**src/rtl/seq_mult_ctrl_pkg.sv**
```systemverilog
// Shared types and the bit-level adder cell for the iterative shift-add multiplier.
// The state encoding is fixed so that debug taps and other blocks decode it the same way.
package seq_mult_ctrl_pkg;

    localparam int DEFAULT_WIDTH = 8;

    typedef enum logic [1:0] {
        IDLE = 2'd0,
        RUN  = 2'd1,
        DONE = 2'd2
    } state_t;

    // One full-adder cell, returned as {carry_out, sum}.
    function automatic logic [1:0] full_add(
        input logic a,
        input logic b,
        input logic ci
    );
        return {(a & b) | (ci & (a ^ b)), a ^ b ^ ci};
    endfunction

endpackage

```
**src/rtl/seq_mult_step.sv**
```systemverilog
// One partial-product step: acc + (en ? areg : 0), with the carry kept in sum[WIDTH].
// Purely combinational, zero latency; it never stalls and applies no backpressure.
// It is a ripple of full-adder cells, so a carry-save variant can replace it without changing the FSM.
module seq_mult_step
    import seq_mult_ctrl_pkg::*;
#(
    parameter int WIDTH = DEFAULT_WIDTH
) (
    input  logic [WIDTH-1:0] acc,
    input  logic [WIDTH-1:0] areg,
    input  logic             en,
    output logic [WIDTH:0]   sum
);

    logic [WIDTH-1:0] addend;
    logic [1:0]       fa;
    logic             carry;

    assign addend = en ? areg : '0;

    always_comb begin
        fa    = '0;
        carry = 1'b0;
        sum   = '0;
        for (int i = 0; i < WIDTH; i++) begin
            fa     = full_add(acc[i], addend[i], carry);
            sum[i] = fa[0];
            carry  = fa[1];
        end
        sum[WIDTH] = carry;
    end

endmodule

```
**src/rtl/seq_mult_ctrl.sv**
```systemverilog
// Sequencing controller for an iterative unsigned shift-add multiplier that reuses one adder step.
// out_valid rises exactly WIDTH clocks after the accept edge; the throughput is one product per WIDTH+2 clocks.
// The product is held in DONE until out_ready; in_ready is high only in IDLE, and flush aborts from any state.
module seq_mult_ctrl
    import seq_mult_ctrl_pkg::*;
#(
    parameter int WIDTH = DEFAULT_WIDTH,
    parameter int CNT_W = $clog2(WIDTH + 1)
) (
    input  logic               clk,
    input  logic               rst_n,
    input  logic               in_valid,
    output logic               in_ready,
    input  logic [WIDTH-1:0]   in_a,
    input  logic [WIDTH-1:0]   in_b,
    input  logic               flush,
    output logic               busy,
    output logic               out_valid,
    input  logic               out_ready,
    output logic [2*WIDTH-1:0] out_p
);

    localparam logic [CNT_W-1:0] LAST_STEP = CNT_W'(WIDTH - 1);

    state_t           state;
    state_t           state_nxt;
    logic [WIDTH-1:0] acc;
    logic [WIDTH-1:0] acc_nxt;
    logic [WIDTH-1:0] mreg;
    logic [WIDTH-1:0] mreg_nxt;
    logic [WIDTH-1:0] areg;
    logic [WIDTH-1:0] areg_nxt;
    logic [CNT_W-1:0] cnt;
    logic [CNT_W-1:0] cnt_nxt;
    logic [WIDTH:0]   step_sum;

    seq_mult_step #(
        .WIDTH (WIDTH)
    ) u_step (
        .acc  (acc),
        .areg (areg),
        .en   (mreg[0]),
        .sum  (step_sum)
    );

    always_ff @(posedge clk or negedge rst_n) begin
        if (!rst_n) begin
            state <= IDLE;
            acc   <= '0;
            mreg  <= '0;
            areg  <= '0;
            cnt   <= '0;
        end else begin
            state <= state_nxt;
            acc   <= acc_nxt;
            mreg  <= mreg_nxt;
            areg  <= areg_nxt;
            cnt   <= cnt_nxt;
        end
    end

    always_comb begin
        state_nxt = state;
        acc_nxt   = acc;
        mreg_nxt  = mreg;
        areg_nxt  = areg;
        cnt_nxt   = cnt;

        if (flush) begin
            // Abort wins over any handshake in the same cycle; a pending product is dropped.
            state_nxt = IDLE;
            cnt_nxt   = '0;
        end else begin
            case (state)
                IDLE: begin
                    if (in_valid) begin
                        areg_nxt  = in_a;
                        mreg_nxt  = in_b;
                        acc_nxt   = '0;
                        cnt_nxt   = '0;
                        state_nxt = RUN;
                    end
                end
                RUN: begin
                    // The {carry, sum, mreg} value shifts right by one, so sum[0] enters the top of mreg.
                    {acc_nxt, mreg_nxt} = {step_sum, mreg[WIDTH-1:1]};
                    cnt_nxt             = cnt + CNT_W'(1);
                    if (cnt == LAST_STEP) begin
                        state_nxt = DONE;
                    end
                end
                DONE: begin
                    if (out_ready) begin
                        state_nxt = IDLE;
                    end
                end
                default: begin
                    state_nxt = IDLE;
                end
            endcase
        end
    end

    assign in_ready  = (state == IDLE);
    assign busy      = (state == RUN);
    assign out_valid = (state == DONE);
    assign out_p     = {acc, mreg};

endmodule

```
**config.mk**
```make
export PLATFORM = sky130hd
export DESIGN_NAME = seq_mult_ctrl
export DESIGN_NICKNAME = d
export VERILOG_FILES = /design/src/rtl/seq_mult_ctrl_pkg.sv /design/src/rtl/seq_mult_step.sv /design/src/rtl/seq_mult_ctrl.sv
export SDC_FILE = /design/constraint.sdc
export NUM_CORES = 1
export LEC_CHECK = 0
export BUFFER_PORTS_ARGS = -buffer_cell sky130_fd_sc_hd__buf_2
export CORE_ASPECT_RATIO = 0.8
export CORE_UTILIZATION = 45
export DETAILED_ROUTE_END_ITERATION = 10
export GPL_TIMING_DRIVEN = 0
export PLACE_DENSITY = 0.72
export RECOVER_POWER = 50
export SYNTH_ARGS = -nofsm -noshare
export SYNTH_HDL_FRONTEND = slang
export SYNTH_SLANG_ARGS = --single-unit
```
**constraint.sdc**
```tcl
create_clock -name clk -period 3.55 [get_ports clk]
set_clock_uncertainty 0.2 [all_clocks]
set_input_delay 0.1775 -clock clk [delete_from_list [all_inputs] [get_ports clk]]
set_output_delay 0.1775 -clock clk [all_outputs]
set_load 0.03 [all_outputs]
```
After elaboration in Yosys (flattened, before gate mapping)

Index checks and enable logic that the tools add are counted.

Flip-flop bits (word level): 30
Input port bits: 21
Output and inout bits: 19
Word-level logic and storage cells: 71

$add $sub $neg: 1
Eq/ne operators: 7
Mux-type cells: 13
Bitwise operators: 38
Reduce and logical (&&, ||, !) cells: 7

Operators with widths:

| cell                                                  | count |
|---|---|
| case mux 8 bit (2 select lines)                       | 2 |
| 2-to-1 mux 8 bit                                      | 3 |
| bitwise AND 1 bit                                     | 15 |
| bitwise XOR 1 bit                                     | 15 |
| inequality test 3 x 2 -> 1 bit, second input constant | 3 |
| AND reduction 3 bit                                   | 3 |
| 2-to-1 mux 2 bit                                      | 4 |
| 2-to-1 mux 4 bit                                      | 2 |
| case mux 4 bit (2 select lines)                       | 1 |
| bitwise OR 1 bit                                      | 7 |
| case mux 2 bit (3 select lines)                       | 1 |
| adder 4 x 1 -> 4 bit, second input constant           | 1 |
| equality test 4 x 3 -> 1 bit, second input constant   | 1 |
| nonzero test 3 bit                                    | 1 |
| equality test 2 x 1 -> 1 bit, second input constant   | 1 |
| equality test 2 bit, second input constant            | 1 |
| zero test 2 bit                                       | 1 |
| inequality test 2 bit, second input constant          | 1 |
| AND reduction 2 bit                                   | 1 |
| nonzero test 2 bit                                    | 1 |
| inverter 1 bit                                        | 1 |

Longest topological paths before layout

Gate-level depths: netlist of the first run.

Word-level depth: 17
Depth in mapped cells: 15
Depth with buffers taken out: 14

Hierarchy

Synthesis of the first run repeated with hierarchy kept, for this count alone.

Cells, all modules: 121
Area total of the unflattened synthesis: 1582.8 µm²

Modules (own cells, without submodules):

| module        | times used | cells an instance | area an instance (µm²) | seq. area each (µm²) |
|---|---|---|---|---|
| seq_mult_ctrl | 1          | 96                | 1347.5                 | 750.7 |
| seq_mult_step | 1          | 25                | 235.2                  | 0.0 |

Least setup slack after synthesis of the first run

No wires, ideal clock.

Path kind: flip-flop to flip-flop
Start point: register mreg[0]
End point: register acc[6]
Library setup time: 125 ps
Arrival: 3503 ps
Required time: 3225 ps
Path slack: -278 ps
Stages on the path, launching flop included: 16
Path buffers: 1
Clock period less this slack: 3828 ps
Cell sequence: dfrtp_1 clkbuf_1 and2_1 ha_1 fa_1 inv_1 fa_1 fa_1 fa_1 fa_1 inv_1 fa_1 inv_1 fa_1 nor2_1 mux2_2

Cells in the longest elaborated chain, start to end: 16
Elaborated cells between the ends (all ways): 29
Classes of those cells: 2 x mux; 27 x bitwise

Ends and longest elaborated chain:

| what                                                          | RTL line                | source |
|---|---|---|
| start: declaration                                            | seq_mult_ctrl.sv:29     | `logic [WIDTH-1:0] mreg;` |
| start signal: assignment                                      | seq_mult_ctrl.sv:56     | `mreg <= mreg_nxt;` |
| 2-to-1 mux 8 bit (*)                                          | seq_mult_step.sv:19     | `assign addend = en ? areg : '0;` |
| bitwise AND 1 bit / bitwise XOR 1 bit (equally long branches) | seq_mult_ctrl_pkg.sv:19 | `return {(a & b) \| (ci & (a ^ b)), a ^ b ^ ci};` |
| bitwise AND 1 bit                                             | seq_mult_ctrl_pkg.sv:19 |  |
| bitwise OR 1 bit                                              | seq_mult_ctrl_pkg.sv:19 |  |
| bitwise AND 1 bit                                             | seq_mult_ctrl_pkg.sv:19 |  |
| bitwise OR 1 bit                                              | seq_mult_ctrl_pkg.sv:19 |  |
| bitwise AND 1 bit                                             | seq_mult_ctrl_pkg.sv:19 |  |
| bitwise OR 1 bit                                              | seq_mult_ctrl_pkg.sv:19 |  |
| bitwise AND 1 bit                                             | seq_mult_ctrl_pkg.sv:19 |  |
| bitwise OR 1 bit                                              | seq_mult_ctrl_pkg.sv:19 |  |
| bitwise AND 1 bit                                             | seq_mult_ctrl_pkg.sv:19 |  |
| bitwise OR 1 bit                                              | seq_mult_ctrl_pkg.sv:19 |  |
| bitwise AND 1 bit                                             | seq_mult_ctrl_pkg.sv:19 |  |
| bitwise OR 1 bit                                              | seq_mult_ctrl_pkg.sv:19 |  |
| bitwise XOR 1 bit (*)                                         | seq_mult_ctrl_pkg.sv:19 |  |
| case mux 8 bit (2 select lines) (*)                           | seq_mult_ctrl.sv:74     | `case (state)` |
| end signal: assignment                                        | seq_mult_ctrl.sv:55     | `acc <= acc_nxt;` |
| end: declaration                                              | seq_mult_ctrl.sv:27     | `logic [WIDTH-1:0] acc;` |

Mark *: on every way between the ends. The rest lies on a longest branch, timed or not.
A chain may end at the register's enable or synchronous reset.

Final worst setup path of the first run

Same ends and word-level chain as after synthesis.

==> results of run 1 <==
## metrics by stage
step                      worst slack, ns  hold slack, ns
after global placement             -0.174          0.0504
after CTS                          -0.246          0.0499
after floorplan                   -0.0828          -0.318
after detailed placement           -0.298          0.0534
after global routing               -0.373          0.0536
final                              -0.221          0.0514
## state kept, by name, indices dropped and copies added (netlist names)
signal / count
areg: 8
cnt: 4
acc: 8
state: 2
mreg: 8
## routing by layer
metal	wire length, µm	up-vias	global-route usage [%]
met2	1510	31	28.7
met5	0	-	0
met4	46	0	7.29
li1	-	555	-
met3	167	7	6.70
met1	1440	554	22.4
## worst paths after layout
kind	to	from	cells after the start	slack, ns
worst max-delay path	acc[6]$_DFFE_PN0P_	mreg[0]$_DFFE_PN0P_	14	-0.22
worst min-delay path	mreg[6]$_DFFE_PN0P_	in_b[6]	3	0.05
worst max register to register	acc[6]$_DFFE_PN0P_	mreg[0]$_DFFE_PN0P_	14	-0.22
worst min register to register	areg[4]$_DFFE_PN0P_	areg[4]$_DFFE_PN0P_	1	0.31
max in group asynchronous	acc[6]$_DFFE_PN0P_	rst_n	2	1.56
min in group asynchronous	acc[0]$_DFFE_PN0P_	rst_n	2	0.64
## power by group
| part | switching [W] | internal (W) |
|---|---|---|
| Clock | 0.000125 | 0.000156 |
| Sequential | 0.0000480 | 0.000410 |
| Combinational | 0.000229 | 0.000182 |
## area by class of cell
cell class | count | area, µm²
inverter | 11 | 43.8
tap | 42 | 52.6
buffer | 6 | 47.5
multi-input combinational | 83 | 806
clock buffer | 7 | 86.3
fill | 292 | 1350
clock inverter | 1 | 5.00
timing repair buffer | 52 | 309
sequential | 30 | 751
## synthesized netlist by cell type
master    instances
or3_1             2
mux2_4            4
buf_2             2
clkbuf_1          2
buf_6             1
o31ai_1           1
nor4b_4           1
mux2i_1           3
and2_1            3
inv_1            10
a22oi_1           1
a21oi_1           1
nand2_1          10
nor2b_1           1
nand2b_1          2
dfrtp_1          30
a31oi_1           2
fa_1              7
o21ai_2           1
buf_4             1
inv_4             1
nand3b_1          2
nor2_1           11
buf_8             1
nand3_1           2
ha_1              2
mux2_2           26
o21bai_1          1
## logic make-up (layout without fill, tap and decap cells)
group / Yosys count / in the layout / share of synthesized area (%)
compound gates: 7 / 7 / 3.01
fa+ha+maj: 9 / 9 / 10.2
buf+inv: 18 / 77 / 5.87
flops: 30 / 30 / 46.3
mux: 33 / 33 / 23.6
simple gates: 34 / 34 / 11.0
## worst reg2reg max path: stages, from the launching register on
cell and delay (ns):
dfrtp_1 0.38, and2_4 0.17, ha_4 0.13, fa_2 0.18
inv_1 0.06, fa_2 0.39, fa_2 0.38, fa_2 0.38
fa_2 0.36, inv_2 0.06, fa_1 0.15, inv_1 0.05
fa_1 0.48, nor2_1 0.04, mux2_2 0.25
## timing repair
action	CTS	global route
hold buffers	10	0
buffers inserted	3	1
gates resized for setup	1	6
pin swaps	1	5
setup endpoints to repair	2	2
endpoints found under the hold margin	39	0
==> flow_summary.toml, run 1 <==
[critical_path]
cpPeakStageDelay_ns = 0.48
cp.required_ns = 3.52
critPathBufInv = 3
worstSetupEndpointType = "flip-flop"
cp-start-kind = "flip-flop"
crit_path_max_fanout = 3
path_cells = "and2_4 -> ha_4 -> fa_2 -> inv_1 -> fa_2 -> fa_2 -> fa_2 -> fa_2 -> inv_2 -> fa_1 -> inv_1 -> fa_1 -> nor2_1 -> mux2_2"
critPathKind = "reg2reg"
critPathMostFrequentCell = "fa_2"
worstPathArrival_ns = 3.74
path_delay_family = "adder cells"
cp_slowest_cell = "fa_1"

[route]
wl_mm = 3.16
drt_iter0_drc = 45
drcViolationCount = 0
detail_route.first_pass.iterations = 4
vias_per_cell = 4.94
wire_per_inst_um = 13.6
via_count = 1147
ant_nets = 0

[timing]
rsz0062_at_grt = "true"
period_minus_slack_ns = 3.77
fin_setup_tns_ns = -0.221
max_freq_mhz = 265
maxSlewViolCount = 31
setup_viol = 1
tightest_slew_ns = 1.63
slew_headroom_pct = -8.90
finalHoldViolCount = 0
worst_slack_ns = -0.221
post-route-period-util_pct = 106

[logic_synthesis]
yosysWarnings = 0
syn_avg_cell_area_um2 = 12.4
netlist_area_um2 = 1620
ys_ff_latch = 30
syn_inst = 131
ys_seq_area_share_pct = 46.3
syn_nets = 161
synth_top_cell_by_area = "dfrtp_1"
synth_top_cell_area_share_pct = 46.3
synth_cell_types = 28
synth.area.top_cells = "dfrtp_1 46%, mux2_2 18%, fa_1 8.6%"

[die]
die-height_um = 55.7
ios = 40
die_x_um = 69.1
initial_core_util_pct = 47.0
dieArea_um2 = 3850
rows = 19
core_um2 = 3450

[global_routing]
grt_pass1_wl_mm = 5.24
gr-usage-all-layers_pct = 18.1
grt_pass1_vias = 1155
antenna_found_initial = 0
grt_overflow = 0
grt_max_degree = 31

[layout]
syn_to_final_growth_pct = 29.7
postLayoutCellArea_um2 = 2100
final_cell_mix = "31 x buf_2, 30 x dfrtp_1, 25 x mux2_2"
fin_util_pct = 60.9
fin_cells = 232
antenna_cells = 0
drive_gt1_share_pct = 45.3
fin_nets = 219
final_common_cell = "buf_2"

[placement]
gp_congestion = 0.825
place_inst = 211
dpl.hpwl_mm = 2.18
port_buffers = 38
placed_area_um2 = 1880

[power]
ir_drop_v = 0.000363
power.density_nw_per_um2 = 547
p_total_w = 0.00115
leakage_nw = 0.961

[hold_path]
hold_path.class = "in2reg"

[status]
violations = "capacitance limit, slew limit, setup timing"
status = "finished, violations left"

[cts]
clockRootBuffer = "clkbuf_8"
cts_buffers = 5
cts_max_path_buffers = 2
clkTransAtPathRegs_ns = 0.06
clkLatencyLatePin_ns = 0.28
cts_tree = "built"
htreeDepth = 2
cts.sinks = 30

[job]
max_cap_violations = 1
(Power assumes the default switching activity.)
==> run 2: changes to the inputs <==
ABC_AREA = 1   (was unset)
CORE_UTILIZATION = 35   (was 45)
PLACE_DENSITY = unset   (was 0.72)
==> run 2 against run 1 <==
The flow finishes with violations (capacitance limit, slew limit). Fmax is 8.2% higher. Total power is 7.3% lower. First-iteration DRC count is 2.2% higher. Count of clock-buffer cells in the layout stayed put. Cell count is 34% higher. Non-clock buffer count is 1 higher. Core utilization is 13 points lower. Worst hold slack worse by 0.047 ns. Critical endpoint unchanged.
==> flow_summary.toml, run 2 <==
[logic_synthesis]
syn_inst = 192
syn_nets = 222
yosysWarnings = 0
synth_top_cell_area_share_pct = 42.5
synth_cell_types = 24
ys_ff_latch = 30
ys_seq_area_share_pct = 42.5
synth.area.top_cells = "dfrtp_1 43%, nand2_1 11%, o21ai_2 10%"
synthArstFlopShare_pct = 100
synth-main-ff-cell = "dfrtp_1"
syn_avg_cell_area_um2 = 9.20
synth_commonest_cells = "50 x nand2_1, 30 x dfrtp_1, 29 x inv_1, 21 x o21ai_2, 9 x nand2_2"
yosysMostFrequentCell = "nand2_1"
netlist_area_um2 = 1770
synth_top_cell_by_area = "dfrtp_1"
synth-edff-count = 0

[critical_path]
cp.required_ns = 3.58
path_cells = "nand2_1 -> inv_1 -> ha_2 -> fa_2 -> inv_1 -> fa_2 -> fa_2 -> fa_2 -> fa_2 -> inv_2 -> fa_1 -> inv_1 -> fa_1 -> nor2_1 -> nand2_2 -> nand2_1"
critPathBufInv = 4
crit_path_max_fanout = 4
critPathMostFrequentCell = "fa_2"
worstSetupEndpointType = "flip-flop"
path_delay_family = "adder cells"
critPathKind = "reg2reg"
cp-start-kind = "flip-flop"
cpPeakStageDelay_ns = 0.42
worstPathArrival_ns = 3.51
cp_slowest_cell = "fa_1"

[timing]
finalHoldViolCount = 0
slew_headroom_pct = -13.1
rsz0062_at_grt = "true"
period_minus_slack_ns = 3.49
tightest_slew_ns = 1.70
setup_viol = 0
post-route-period-util_pct = 98.2
max_freq_mhz = 287
maxSlewViolCount = 31

[power]
power.density_nw_per_um2 = 469
leakage_nw = 1.12
internal_power_w = 0.000709
ir_drop_v = 0.000244
p_switching_w = 0.000356
clock_power_share_pct = 32.1
sequentialPowerShare_pct = 39.4
p_total_w = 0.00107
switching_share_pct = 33.5
pwr-share-comb_pct = 28.5

[cts]
htreeDepth = 2
clockRootBuffer = "clkbuf_8"
cts.sinks = 30
clkLatencyLatePin_ns = 0.28
cts_tree = "built"
clkTransAtPathRegs_ns = 0.07
cts_max_path_buffers = 2
cts_buffers = 5

[die]
rows = 22
initial_core_util_pct = 37.5
die-height_um = 65.5
die_x_um = 81.4
dieArea_um2 = 5330
core_um2 = 4710
ios = 40

[layout]
antenna_cells = 0
final_common_cell = "nand2_1"
fin_nets = 281
syn_to_final_growth_pct = 28.8
final_cell_mix = "50 x nand2_1, 29 x dfrtp_1, 28 x inv_1"
drive_gt1_share_pct = 34.9
fin_util_pct = 48.3
top_regs = "acc: 8 flops, areg: 8 flops, mreg: 8 flops"

[global_routing]
grt_pass1_vias = 1348
top_usage_layer = "met2"
met3_usage_pct = 5.00
antenna_found_initial = 0
grt_util_met2_pct = 25.1
grt_overflow = 0
grt_pass1_wl_mm = 6.29
grtUsageMet1_pct = 21.3
gr-usage-all-layers_pct = 16.0
grt_max_degree = 31

[status]
violations = "capacitance limit, slew limit"
status = "finished, violations left"

[placement]
gp_congestion = 0.786
port_buffers = 39
dpl.hpwl_mm = 2.61

[route]
ant_nets = 0
vias_per_cell = 4.38
detail_route.first_pass.iterations = 4
drcViolationCount = 0
wire_per_inst_um = 11.7
via_count = 1368
drt_iter0_drc = 46
wl_mm = 3.64

[job]
max_cap_violations = 1

[hold_path]
hold_path.class = "in2reg"
-- run 2: changes by cell type after synthesis, moves of 4 or more --
cell and change:
nand2_1 +40, mux2_2 -26, o21ai_2 +20, inv_1 +19, nand2_2 +9, o21ai_0 +8, mux2_4 -4, nand3_1 +4
-- run 2: layout make-up --
cell class                      instances  area (µm²)
Fill cell                             476        2430
Multi-Input combinational cell        123         817
Sequential cell                        30         752
Timing Repair Buffer                   53         314
Inverter                               32         128
Buffer                                  6        81.3
Clock buffer                            7        76.3
Tap cell                               60        75.1
Clock inverter                          1        30.0
-- run 2: kinds of logic after synthesis --
logic type | Yosys count | share of synthesized area, %
buffers and inverters | 39 | 12.0
and+or+nand+nor | 82 | 22.5
AOI/OAI and AO/OA | 32 | 13.6
adders and majority gates | 9 | 9.35
DFF | 30 | 42.5
-- run 2: path summary, 6_finish.rpt --
path | slack, ns | cells after the start | end | startpoint
setup / recovery | 0.06 | 16 | acc[6]$_DFFE_PN0P_ | mreg[0]$_DFFE_PN0P_
hold / removal | 0.004 | 5 | mreg[7]$_DFFE_PN0P_ | in_b[7]
setup reg to reg | 0.06 | 16 | acc[6]$_DFFE_PN0P_ | mreg[0]$_DFFE_PN0P_
hold reg to reg | 0.29 | 2 | areg[3]$_DFFE_PN0P_ | areg[3]$_DFFE_PN0P_
max in group asynchronous | 1.38 | 2 | acc[0]$_DFFE_PN0P_ | rst_n
min in group asynchronous | 0.67 | 2 | mreg[5]$_DFFE_PN0P_ | rst_n
-- run 2: layer usage --
layer	vias up	wire, µm
met1	629	1750
met5	-	0
met2	28	1700
li1	709	-
met4	0	21
met3	2	164
-- run 2: stage by stage --
step | setup slack, ns | instance area, µm² | instances | hold WS [ns] | setup TNS (ns)
finish | 0.0639 | 2270 | 312 | 0.00422 | 0
detailed placement | -0.178 | 2050 | 291 | 0.0681 | -0.283
CTS | -0.0340 | 2300 | 313 | 0.00251 | -0.0340
global placement | -0.125 | 2050 | 291 | 0.0644 | -0.192
floorplan | 0.00504 | 1780 | 192 | -0.318 | 0
global route | -0.104 | 2270 | 312 | 0.0282 | -0.174
-- run 2: tightest hold or removal path, cell delays in order --
cell and delay [ns]:
buf_2 0.08, nand2_1 0.05, nand2_1 0.05, nand2_1 0.05, o21ai_2 0.04
-- run 2: repair_timing --
action | CTS | global route
buffers inserted | 2 | 0
pin swaps | 3 | 4
hold endpoints to repair | 41 | 0
gates resized for setup | 7 | 0
setup endpoints to repair | 3 | 2
hold buffers | 12 | 0
-- run 2: power by group through the flow --
stage | Clock [W] | Combinational [W] | Sequential, W
after floorplan | 0 | 0.000174 | 0.000469
after global placement | 0 | 0.000298 | 0.000424
after detailed placement | 0 | 0.000302 | 0.000425
after CTS | 0.000351 | 0.000322 | 0.000419
after global routing | 0.000369 | 0.000338 | 0.000427
final | 0.000342 | 0.000304 | 0.000420
